File: config.mk
export PLATFORM = sky130hd
export DESIGN_NAME = mem_access_stage
export DESIGN_NICKNAME = d
export VERILOG_FILES = /design/src/rtl/mem_access_stage.sv
export SDC_FILE = /design/constraint.sdc
export NUM_CORES = 1
export LEC_CHECK = 0
export CAP_MARGIN = 20
export CORE_MARGIN = 5
export CORE_UTILIZATION = 27
export CTS_CLUSTER_DIAMETER = 30
export DETAILED_ROUTE_END_ITERATION = 8
export MAX_ROUTING_LAYER = met4
export PLACE_DENSITY = 0.63
export SYNTH_ARGS = -nofsm -noshare
export SYNTH_HDL_FRONTEND = slang
export SYNTH_SLANG_ARGS = --single-unit
File: constraint.sdc
create_clock -name clk -period 2.85 [get_ports clk]
set_input_delay 0.4275 -clock clk [delete_from_list [all_inputs] [get_ports clk]]
set_output_delay 0.4275 -clock clk [all_outputs]
set_load 0.1 [all_outputs]
File: src/rtl/mem_access_stage.sv
// Memory-access pipeline stage: passes ALU/PC-link results straight to MEM/WB,
// runs loads/stores over a req/ack handshake, stalls upstream while a memory
// transaction is outstanding and drops transactions that never get an ack.
module mem_access_stage #(
    parameter int TIMEOUT_CYCLES = 15
) (
    input  logic        clk,
    input  logic        reset,
    input  logic        regWrite_in,
    input  logic        memWrite_in,
    input  logic [1:0]  resultSrc_in,
    input  logic [15:0] pc_plus2_in,
    input  logic [3:0]  rd_in,
    input  logic [15:0] aluRes_in,
    input  logic [15:0] op2_in,
    output logic        mem_req,
    output logic        mem_we,
    output logic [15:0] mem_addr,
    output logic [15:0] mem_wdata,
    input  logic [15:0] mem_rdata,
    input  logic        mem_ack,
    output logic        stall_out,
    output logic        regWrite_out,
    output logic [3:0]  rd_out,
    output logic [15:0] result_out,
    output logic        mem_err
);

    typedef enum logic {
        ST_IDLE = 1'b0,
        ST_WAIT = 1'b1
    } state_t;

    // Counter value seen in the last WAIT cycle that is still allowed to wait.
    localparam logic [7:0] CNT_LIMIT = 8'(TIMEOUT_CYCLES - 1);

    state_t      state_reg, state_next;
    logic [7:0]  cnt_reg, cnt_next;
    logic        we_reg, we_next;
    logic [15:0] addr_reg, addr_next;
    logic [15:0] wdata_reg, wdata_next;
    logic        lat_regwrite_reg, lat_regwrite_next;
    logic [3:0]  lat_rd_reg, lat_rd_next;
    logic        wb_regwrite_reg, wb_regwrite_next;
    logic [3:0]  wb_rd_reg, wb_rd_next;
    logic [15:0] wb_result_reg, wb_result_next;
    logic        err_reg, err_next;
    logic        is_mem_op;

    // Stores, and loads (result taken from memory), need the data memory.
    assign is_mem_op = memWrite_in || (resultSrc_in == 2'b01);

    // The request is purely state-derived so it cannot glitch.
    assign mem_req      = (state_reg == ST_WAIT);
    assign mem_we       = we_reg;
    assign mem_addr     = addr_reg;
    assign mem_wdata    = wdata_reg;
    assign regWrite_out = wb_regwrite_reg;
    assign rd_out       = wb_rd_reg;
    assign result_out   = wb_result_reg;
    assign mem_err      = err_reg;

    // Next-state, latch capture, MEM/WB selection and the upstream stall.
    always_comb begin
        state_next        = state_reg;
        cnt_next          = cnt_reg;
        we_next           = we_reg;
        addr_next         = addr_reg;
        wdata_next        = wdata_reg;
        lat_regwrite_next = lat_regwrite_reg;
        lat_rd_next       = lat_rd_reg;
        wb_regwrite_next  = wb_regwrite_reg;
        wb_rd_next        = wb_rd_reg;
        wb_result_next    = wb_result_reg;
        err_next          = err_reg;
        stall_out         = 1'b0;

        case (state_reg)
            ST_IDLE: begin
                if (is_mem_op) begin
                    // Capture the op so upstream inputs can be ignored while waiting.
                    stall_out         = 1'b1;
                    addr_next         = aluRes_in;
                    wdata_next        = op2_in;
                    we_next           = memWrite_in;
                    lat_regwrite_next = regWrite_in;
                    lat_rd_next       = rd_in;
                    cnt_next          = 8'd0;
                    wb_regwrite_next  = 1'b0;
                    state_next        = ST_WAIT;
                end else begin
                    wb_regwrite_next = regWrite_in;
                    wb_rd_next       = rd_in;
                    wb_result_next   = (resultSrc_in == 2'b10) ? pc_plus2_in : aluRes_in;
                end
            end
            ST_WAIT: begin
                if (mem_ack) begin
                    // Completion wins even in the cycle the timeout would fire.
                    wb_regwrite_next = lat_regwrite_reg;
                    wb_rd_next       = lat_rd_reg;
                    wb_result_next   = we_reg ? addr_reg : mem_rdata;
                    state_next       = ST_IDLE;
                end else if (cnt_reg == CNT_LIMIT) begin
                    // Abandon the op; upstream is released in this same cycle.
                    err_next         = 1'b1;
                    wb_regwrite_next = 1'b0;
                    state_next       = ST_IDLE;
                end else begin
                    stall_out        = 1'b1;
                    cnt_next         = cnt_reg + 8'd1;
                    wb_regwrite_next = 1'b0;
                end
            end
            default: begin
                state_next = ST_IDLE;
            end
        endcase
    end

    // All stage state, with an asynchronous clear that also kills any request.
    always_ff @(posedge clk or posedge reset) begin
        if (reset) begin
            state_reg        <= ST_IDLE;
            cnt_reg          <= 8'd0;
            we_reg           <= 1'b0;
            addr_reg         <= 16'd0;
            wdata_reg        <= 16'd0;
            lat_regwrite_reg <= 1'b0;
            lat_rd_reg       <= 4'd0;
            wb_regwrite_reg  <= 1'b0;
            wb_rd_reg        <= 4'd0;
            wb_result_reg    <= 16'd0;
            err_reg          <= 1'b0;
        end else begin
            state_reg        <= state_next;
            cnt_reg          <= cnt_next;
            we_reg           <= we_next;
            addr_reg         <= addr_next;
            wdata_reg        <= wdata_next;
            lat_regwrite_reg <= lat_regwrite_next;
            lat_rd_reg       <= lat_rd_next;
            wb_regwrite_reg  <= wb_regwrite_next;
            wb_rd_reg        <= wb_rd_next;
            wb_result_reg    <= wb_result_next;
            err_reg          <= err_next;
        end
    end

endmodule

# --- After elaboration in Yosys (flattened, before gate mapping) ---
# Cells that the tools add are included.
totals:
  ff_bits: 69
  elab_cells: 46
op_classes:
  addsub: 1
  eq_ne: 8
  n_mux: 19
  n_bitwise: 2
  n_reduce_logical: 5
ops:
  columns: ["cell", "n"]
  rows:
  - ["$mux W16", 4]
  - ["$pmux W16 S2", 1]
  - ["$mux W8", 3]
  - ["$pmux W8 S2", 1]
  - ["$ne A2 B2 Y1 const B", 5]
  - ["$add A8 B1 Y8 const B", 1]
  - ["$eq A8 B4 Y1 const B", 1]
  - ["$mux W4", 2]
  - ["$pmux W4 S2", 1]
  - ["$reduce_and A3 Y1", 2]
  - ["$mux W1", 5]
  - ["$pmux W1 S2", 2]
  - ["$reduce_and A2 Y1", 2]
  - ["$eq A2 B1 Y1 const B", 1]
  - ["$eq A2 B2 Y1 const B", 1]
  - ["$not A1 Y1", 2]
  - ["$logic_or A1 B1 Y1", 1]

# --- Longest topological paths before layout ---
# Gate-level depths: netlist (run 1).
logic_depth:
  ltp_word: 4
  depth_mapped: 7
  depth_no_buf: 7

# --- Least setup slack after synthesis (run 1) ---
# OpenSTA, ideal clock, no wires.
synth_timing:
  kind: "flip-flop to output port"
  startpoint: "reg state_reg, in the netlist mem_req"
  endpoint: "out stall_out"
  t_arrival_ns: 1.921
  required_ns: 2.423
  slack_ns: 0.501
  path_stages_with_launch: 6
  path_buffers: 1
  cell_sequence: "dfrtp_1 -> buf_2 -> and2b_1 -> o41a_4 -> nor2_8 -> inv_4"
synth_between:
  elab_chain_len: 2
synth_rtl:
  columns: ["element", "line_no", "source"]
  rows:
  - ["start, declared", "37", "state_t state_reg, state_next;"]
  - ["start signal, assigned", "136", "state_reg <= state_next;"]
  - ["$not A1 Y1 (no source line)", null, null]
  - ["$pmux W1 S2 (*)", "78", "case (state_reg)"]
  - ["end, declared", "22", "output logic stall_out,"]
# Mark *: on every way between the ends. The rest lies on a longest branch, timed or not.

# --- Worst setup path in the final report (run 1) ---
layout_timing:
  startpoint: "reg cnt_reg[0]"
  endpoint: "out stall_out"
layout_between:
  elab_chain_len: 4
layout_rtl:
  columns: ["element", "line_no", "source"]
  rows:
  - ["start, declared", "38", "logic [7:0] cnt_reg, cnt_next;"]
  - ["start signal, assigned", "137", "cnt_reg <= cnt_next;"]
  - ["$eq A8 B4 Y1", "104", "end else if (cnt_reg == CNT_LIMIT) begin"]
  - ["$mux W1", "104", null]
  - ["$mux W1", "98", "if (mem_ack) begin"]
  - ["$pmux W1 S2", "78", null]
# No other way between the ends.

==> summary.md, run 1 <==
| Metric | Value |
|---|---|
| Outcome | `completed` |
| Final #Nets | `between 400 and 500` |
| Crit path arrival time | `between 1.5 and 2 ns` |
| Synthesis-stage register bit count | `69` |
| Cts repair resizes | `0` |
| Via count | `2,670` |
| GRT Overall Usage | `13.4%` |
| Drt total wl | `around 9.3 mm` |
| Clock Latency Late Sink | `approximately 0.32 ns` |
| Area grow syn2layout | `49.1%` |
| Initial Utilization | `27.6%` |
| Worst hold path class | `register to register` |
| Min-Delay Path Depth | `1` |
| Worst-case clock buffer depth | `2` |
| FFs w/ async S/R, synth | `100%` |
| H-tree Lvls | `3` |
| Final Worst Setup Slack | `0.443 ns` |
| Total gr overflow | `0` |
| Detail Placement HPWL | `6.83 mm` |
| Chip height | `121 um` |
| Fin crit period | `2.41 ns` |
| Fillers | `approximately 1,200` |
| Share of cells above drive strength 1 | `30.0%` |
| Top FF cell, synth | `dfrtp_1` |
| Final setup skew | `0.00808 ns` |
| Critical Path RT | `2.42 ns` |
| CP Launch Type | `register` |
| Worst hold start | `mem_err` |
| F_max | `0.415 GHz` |
| Multiplexer share of the synthesized area | `between 20% and 30%` |
| Final Max Slew Viols | `0` |
| Hold buffer count at cts | `0` |
| Final setup vio count | `0` |
| Setup crit end kind | `output port` |
| Power per cell area | `1180 nW/um2` |
| Drt via density | `around 4.6` |
| Yosys warnings | `0` |
| Clock Root Buffer | `clkbuf_16` |
| Post-Synthesis Cells | `282` |
| GPL Wtd Cong | `roughly 0.77` |
| Drt drc | `0` |
| Synth unique cells | `40` |
| IO Port Bufs | `between 100 and 150` |
| Max-cap violation count | `0` |
| Hold Violations, Final | `0` |
| Post-synthesis sequential area ratio | `51.9%` |
| CTS tree | `done` |
| RSZ-0062 raised after global routing | `false` |
| Setup CP Type | `register to output port` |
| Synth Area in Adders | `0.752%` |
| Initial DRC Count | `109` |
| Clock buffer count from CTS | `9` |
| Row count | `40` |
| Mapped Avg Cell Area | `11.8 um2` |
| Max IR drop VDD | `0.657 mV` |
| Largest net degree at the start of global routing | `70` |
| Die width | `121 um` |
| Pre-CTS setup slack | `0.351 ns` |
| Leak | `between 0.002 and 0.0025 uW` |
| Routed Antenna Nets | `0` |
| Global-route wire length before repair | `15.2 mm` |
| Worst Path Max Fanout | `7` |
| Worst slew pin tran | `between 0.8 and 0.9 ns` |
| Clock slew at the register clock pins of the worst setup and hold paths | `0.05 ns` |
| Sink Count | `69` |
| Final critical-path share of the clock period | `84.5%` |
| Tot Pwr | `5870 uW` |
| Diodes inserted | `0` |
| Routed len/inst | `roughly 16 um` |
| CP Launch Point | `cnt_reg[0]` |
| Die area | `14,700 um2` |
| Final setup TNS | `0 ns` |
| Synth Area in Compound Gates | `12.4%` |
| Drt pass-1 iters | `4` |
| Slew margin rel. | `42.9%` |
| Synth Area in Simple Gates | `roughly 6.4%` |
| Io pins | `132` |
| Post-CTS Setup Inserts | `0` |
| Hold WS | `0.453 ns` |
| Initial antenna violation count | `0` |
| Post-layout util | `around two fifths` |
| Vias in the first global route | `2,963` |
| Worst Reg2Reg Path Length in Cells | `4` |
| Mapped Area | `3330 um2` |
| Core area | `12,100 um2` |
| Reg2reg start | `mem_req` |
| Net count after synthesis | `359` |
| Largest family of logic cells by synthesized area | `multiplexers` |
| Post-synth EDFFs | `0` |
| Post-Synth XOR/XNOR Area | `0%` |
[cell usage after synthesis, types with 2 or more instances]
| library cell | instances | area [um2] |
|---|---|---|
| and3_1 | 3 | 18.8 |
| clkbuf_1 | 7 | 26.3 |
| mux2_1 | 20 | 225 |
| nand3_1 | 2 | 10.0 |
| buf_2 | 9 | 45.0 |
| nor4_1 | 2 | 12.5 |
| nor2b_1 | 2 | 12.5 |
| a21oi_1 | 2 | 10.0 |
| buf_4 | 2 | 15.0 |
| nand4_1 | 2 | 12.5 |
| nor2_1 | 2 | 7.51 |
| a31oi_1 | 2 | 12.5 |
| nand2_1 | 17 | 63.8 |
| inv_1 | 3 | 11.3 |
| o21ai_0 | 29 | 145 |
| mux2_2 | 34 | 383 |
| mux2i_1 | 23 | 230 |
| ha_1 | 2 | 25.0 |
| buf_1 | 2 | 7.51 |
| dfrtp_1 | 69 | 1730 |
| a211o_1 | 2 | 17.5 |
| o21ai_1 | 28 | 140 |
[stage by stage]
stage                     area, um2  std cells
after floorplan                3330        282
after global placement         4700        569
after detailed placement       4700        569
after CTS                      4960        585
after global routing           4960        585
final                          4960        585
[critical path, stage by stage (launching register included)]
cell,delay (ns)
dfrtp_1,0.46
inv_1,0.09
ha_1,0.16
nand4b_2,0.14
o41a_4,0.43
nor2_8,0.14
inv_4,0.07
buf_12,0.16
[power by group]
part / switching, uW / internal (uW) / total [uW]
clock: 398 / 583 / 981
combinational: 2530 / 797 / 3330
sequential: 262 / 1300 / 1560
total: 3190 / 2680 / 5870
[final timing paths]
| kind | to | slack, ns |
|---|---|---|
| worst max-delay path | stall_out | 0.44 |
| min in group asynchronous | mem_wdata[6] | 0.50 |
| worst min-delay path | mem_err | 0.45 |
| worst min register to register | mem_err | 0.45 |
| max in group asynchronous | cnt_reg[5] | 2.02 |
| worst max register to register | rd_out[3] | 0.87 |
[cells in the final DEF (no fill, tap or decap), types with 3 or more instances in the layout]
cell type,count
and3_1,3
clkdlybuf4s50_1,74
buf_4,63
dfrtp_1,68
mux2_2,34
clkbuf_16,9
mux2_1,20
clkinv_2,4
o21ai_1,28
mux2i_1,23
o21ai_0,29
nand2_1,17
[metal layers]
metal / share of wire, % / vias to the layer above / routed length (um) / global-route usage, %
met5: 0 / - / 0 / -
met4: 1.2 / 0 / 109 / 3.26
met3: 5.7 / 9 / 531 / 4.15
met2: 52 / 70 / 4880 / 23.4
met1: 41 / 1313 / 3810 / 15.0
li1: - / 1278 / - / -
[layout make-up]
cell class / instances / area [um2] / share of cell area [%]
repair buffers: 139 / 1250 / 25.3
clock buffers: 11 / 233 / 4.69
well taps: 168 / 210 / 4.23
inverters: 5 / 21.3 / 0.428
multi-input cells: 188 / 1490 / 30.0
flip-flops and latches: 69 / 1730 / 34.8
clock inverters: 5 / 27.5 / 0.554
[logic make-up (layout without fill, tap and decap cells)]
family	count (synthesis)	in the layout
adders and majority gates	2	2
AOI/OAI and AO/OA	71	71
buffers and inverters	25	160
DFF	69	69
and+or+nand+nor	38	38
muxes	77	77
No activity file was read; power rests on OpenSTA's default activity.
==> run 2, diff against run 1 <==
--- a/config.mk
+++ b/config.mk
@@ -11,7 +11,7 @@
 export CTS_CLUSTER_DIAMETER = 30
 export DETAILED_ROUTE_END_ITERATION = 8
 export MAX_ROUTING_LAYER = met4
-export PLACE_DENSITY = 0.63
+export PLACE_DENSITY = 0.65
 export SYNTH_ARGS = -nofsm -noshare
 export SYNTH_HDL_FRONTEND = slang
 export SYNTH_SLANG_ARGS = --single-unit
==> constraint.sdc (replaced) <==
create_clock -name clk -period 2 [get_ports clk]
set_input_delay 0.3 -clock clk [delete_from_list [all_inputs] [get_ports clk]]
set_output_delay 0.3 -clock clk [all_outputs]
set_load 0.1 [all_outputs]
==> run 2 against run 1 <==
  * The run now ends with negative setup slack left
  * First-iteration DRC count increased by 10%
  * Critical endpoint unchanged
  * Clock power increased by 51%
  * Critical path depth unchanged
  * Combinational power increased by 48%
  * Critical path type unchanged
  * Clock-buffer cell count increased by 1
  * Worst hold slack got worse by 0.13 ns
  * Via count increased by 2.9%
  * Final area increased by 3.8%
  * Clock skew decreased by 0.0017 ns
==> summary.md, run 2 (same netlist as run 1, synthesis figures left out) <==
| Metric | Value |
|---|---|
| F_max | `0.450 GHz` |
| Fillers | `1,144 (-1.9%)` |
| GPL Wtd Cong | `0.793 (+3.0%)` |
| IO Port Bufs | `131 (unchanged)` |
| Via count | `2,748 (+2.9%)` |
| Crit path arrival time | `1.92 ns (-0.06 ns)` |
| Worst Reg2Reg Path Length in Cells | `9 (+5)` |
| Clock slew at the register clock pins of the worst setup and hold paths | `0.06 ns (about the same)` |
| Die width | `121 um (unchanged)` |
| Placed cell area | `4790 um2 (+1.9%)` |
| RSZ-0062 raised after global routing | `true` |
| Critical Path RT | `1.70 ns (-0.72 ns)` |
| Final setup skew | `0.00639 ns (-0.00169 ns)` |
| Total gr overflow | `0 (unchanged)` |
| Leak | `0.00230 uW (+4.5%)` |
| Metal2 WL | `5.10 mm (+4.5%)` |
| Routed Antenna Nets | `0 (unchanged)` |
| Hold buffer count at cts | `0 (unchanged)` |
| H-tree Lvls | `3 (unchanged)` |
| Clock Latency Late Sink | `0.32 ns (about the same)` |
| Final setup vio count | `1 (+1)` |
| Area grow syn2layout | `54.8%` |
| Share of cells above drive strength 1 | `33.2% (+3.2 points)` |
| Vias in the first global route | `2,886 (-2.6%)` |
| Buf+Inv Stages, Crit Path | `3 (unchanged)` |
| Slowest stage delay, CP | `0.49 ns (+0.03 ns)` |
| Post-layout util | `42.7% (+1.6 points)` |
| Commonest cells after routing, fill and taps aside | `74 x clkdlybuf4s50_1, 74 x buf_4, 67 x dfrtp_1` |
| Drt total wl | `9.94 mm (+6.5%)` |
| Fin crit period | `2.22 ns` |
| Diodes inserted | `0 (unchanged)` |
| GRT Overall Usage | `13.6% (+0.20 points)` |
| Detail Placement HPWL | `7.02 mm (+2.8%)` |
| Global-route wire length before repair | `15.2 mm (-0.13%)` |
| Final Cell Area | `5150 um2 (+3.8%)` |
| Power per cell area | `1680 nW/um2 (+42%)` |
| CTS tree | `done` |
| CP Launch Point | `cnt_reg[0]` |
| Initial Utilization | `27.6% (unchanged)` |
| Met3 Wirelength | `518 um (-2.4%)` |
| Final #Nets | `503 (+2.9%)` |
| Failing checks | `negative setup slack` |
| Worst Path Max Fanout | `5 (-2)` |
| Chip height | `121 um (unchanged)` |
| Clock buffer count from CTS | `9 (unchanged)` |
| CP max stage cell | `o41a_4` |
| Crit-path leading delay family | `compound AO/OA/AOI/OAI gates` |
| Max-cap violation count | `0 (unchanged)` |
| Drt drc | `0 (unchanged)` |
| Critical path cell sequence | `inv_2 > ha_4 > nand4b_4 > o41a_4 > nor2_8 > inv_4 > buf_12` |
| Tot Pwr | `8640 uW (+47%)` |
| Final Max Slew Viols | `0 (unchanged)` |
| CP Launch Type | `register` |
| Clock Root Buffer | `clkbuf_16` |
| Sink Count | `69 (unchanged)` |
| Outcome | `finished, violations left` |
| Routed len/inst | `16.6 um (+4.0%)` |
| Worst hold path class | `input port to async pin` |
| Reg2reg start | `cnt_reg[0]` |
| Hold Violations, Final | `0 (unchanged)` |
| Final Worst Setup Slack | `-0.221 ns (-0.663 ns)` |
| Drt via density | `4.59 (+0.52%)` |
| Worst slew pin tran | `0.666 ns (-0.190 ns)` |
| Initial antenna violation count | `0 (unchanged)` |
| Top sig layer | `met4` |
| Slew margin rel. | `55.6% (+13 points)` |
| Worst-case clock buffer depth | `2 (unchanged)` |
| Max IR drop VDD | `0.857 mV (+31%)` |
| Drt pass-1 iters | `4 (unchanged)` |
| Row count | `40 (unchanged)` |
| Die area | `14,700 um2 (unchanged)` |
| Core area | `12,100 um2 (unchanged)` |
| Crit path depth | `7 (unchanged)` |
| DRT met1 WL | `4.20 mm (+10%)` |
| Setup CP Type | `register to output port` |
| Final critical-path share of the clock period | `111%` |
| Io pins | `132 (unchanged)` |
| Setup crit end kind | `output port` |
| Initial DRC Count | `120 (+10%)` |
| Largest net degree at the start of global routing | `43 (-39%)` |
## run 2: cell types whose count changed in the layout (fill, tap and decap cells not counted), sizes merged
cell / previous run / this run
clkinv: 4 / 3
inv: 5 / 4
buf: 65 / 79
clkinvlp: 1 / 2
clkbuf: 11 / 12
## run 2: metrics by stage
step	TNS [ns]	std cells	hold WS [ns]	setup slack [ns]
2_1_floorplan	0	282	0.435	0.0667
3_3_place_gp	0	575	0.463	0.00724
3_5_place_dp	-0.0598	575	0.464	-0.0143
4_1_cts	-0.183	591	0.336	-0.183
5_1_grt	-0.284	599	0.365	-0.284
6_report	-0.221	599	0.328	-0.221
## run 2: timing repair
item,CTS,global route
buffers inserted,0,8
gates cloned,0,0
gates resized for setup,2,2
endpoints found under the setup margin,1,1
pin swaps,0,3
## run 2: area by class of cell
| class | instances | area (um2) | share of cell area, % |
|---|---|---|---|
| flip-flops and latches | 69 | 1730 | 33.6 |
| multi-input cells | 188 | 1510 | 29.4 |
| repair buffers | 153 | 1400 | 27.1 |
| clock buffers | 12 | 256 | 4.98 |
| well taps | 168 | 210 | 4.08 |
| inverters | 5 | 25.0 | 0.486 |
| clock inverters | 4 | 22.5 | 0.437 |
## run 2: power breakdown
| group | internal (uW) | switching (uW) |
|---|---|---|
| Combinational | 1250 | 3680 |
| Sequential | 1850 | 378 |
| Clock | 901 | 584 |
| Total | 4000 | 4640 |
## run 2: final timing paths
kind	slack [ns]	to
min in group clk	0.47	mem_err
min	0.33	cnt_reg[1]
max	-0.22	stall_out
max in group asynchronous	1.08	result_out[2]
max reg2reg	0.08	cnt_reg[3]
min reg2reg	0.47	mem_err
## run 2: metal layers
layer | global-route usage (%) | vias up
met1 | 16.2 | 1350
met3 | 3.68 | 10
met2 | 22.8 | 79
met4 | 3.82 | 0
li1 | - | 1309
met5 | - | -
==> run 3, diff against run 2 <==
--- a/config.mk
+++ b/config.mk
@@ -12,6 +12,7 @@
 export DETAILED_ROUTE_END_ITERATION = 8
 export MAX_ROUTING_LAYER = met4
 export PLACE_DENSITY = 0.65
+export SLEW_MARGIN = 20
 export SYNTH_ARGS = -nofsm -noshare
 export SYNTH_HDL_FRONTEND = slang
 export SYNTH_SLANG_ARGS = --single-unit
==> results of run 3 <==
Final layout, timing and power as in run 2 (identical DEF).
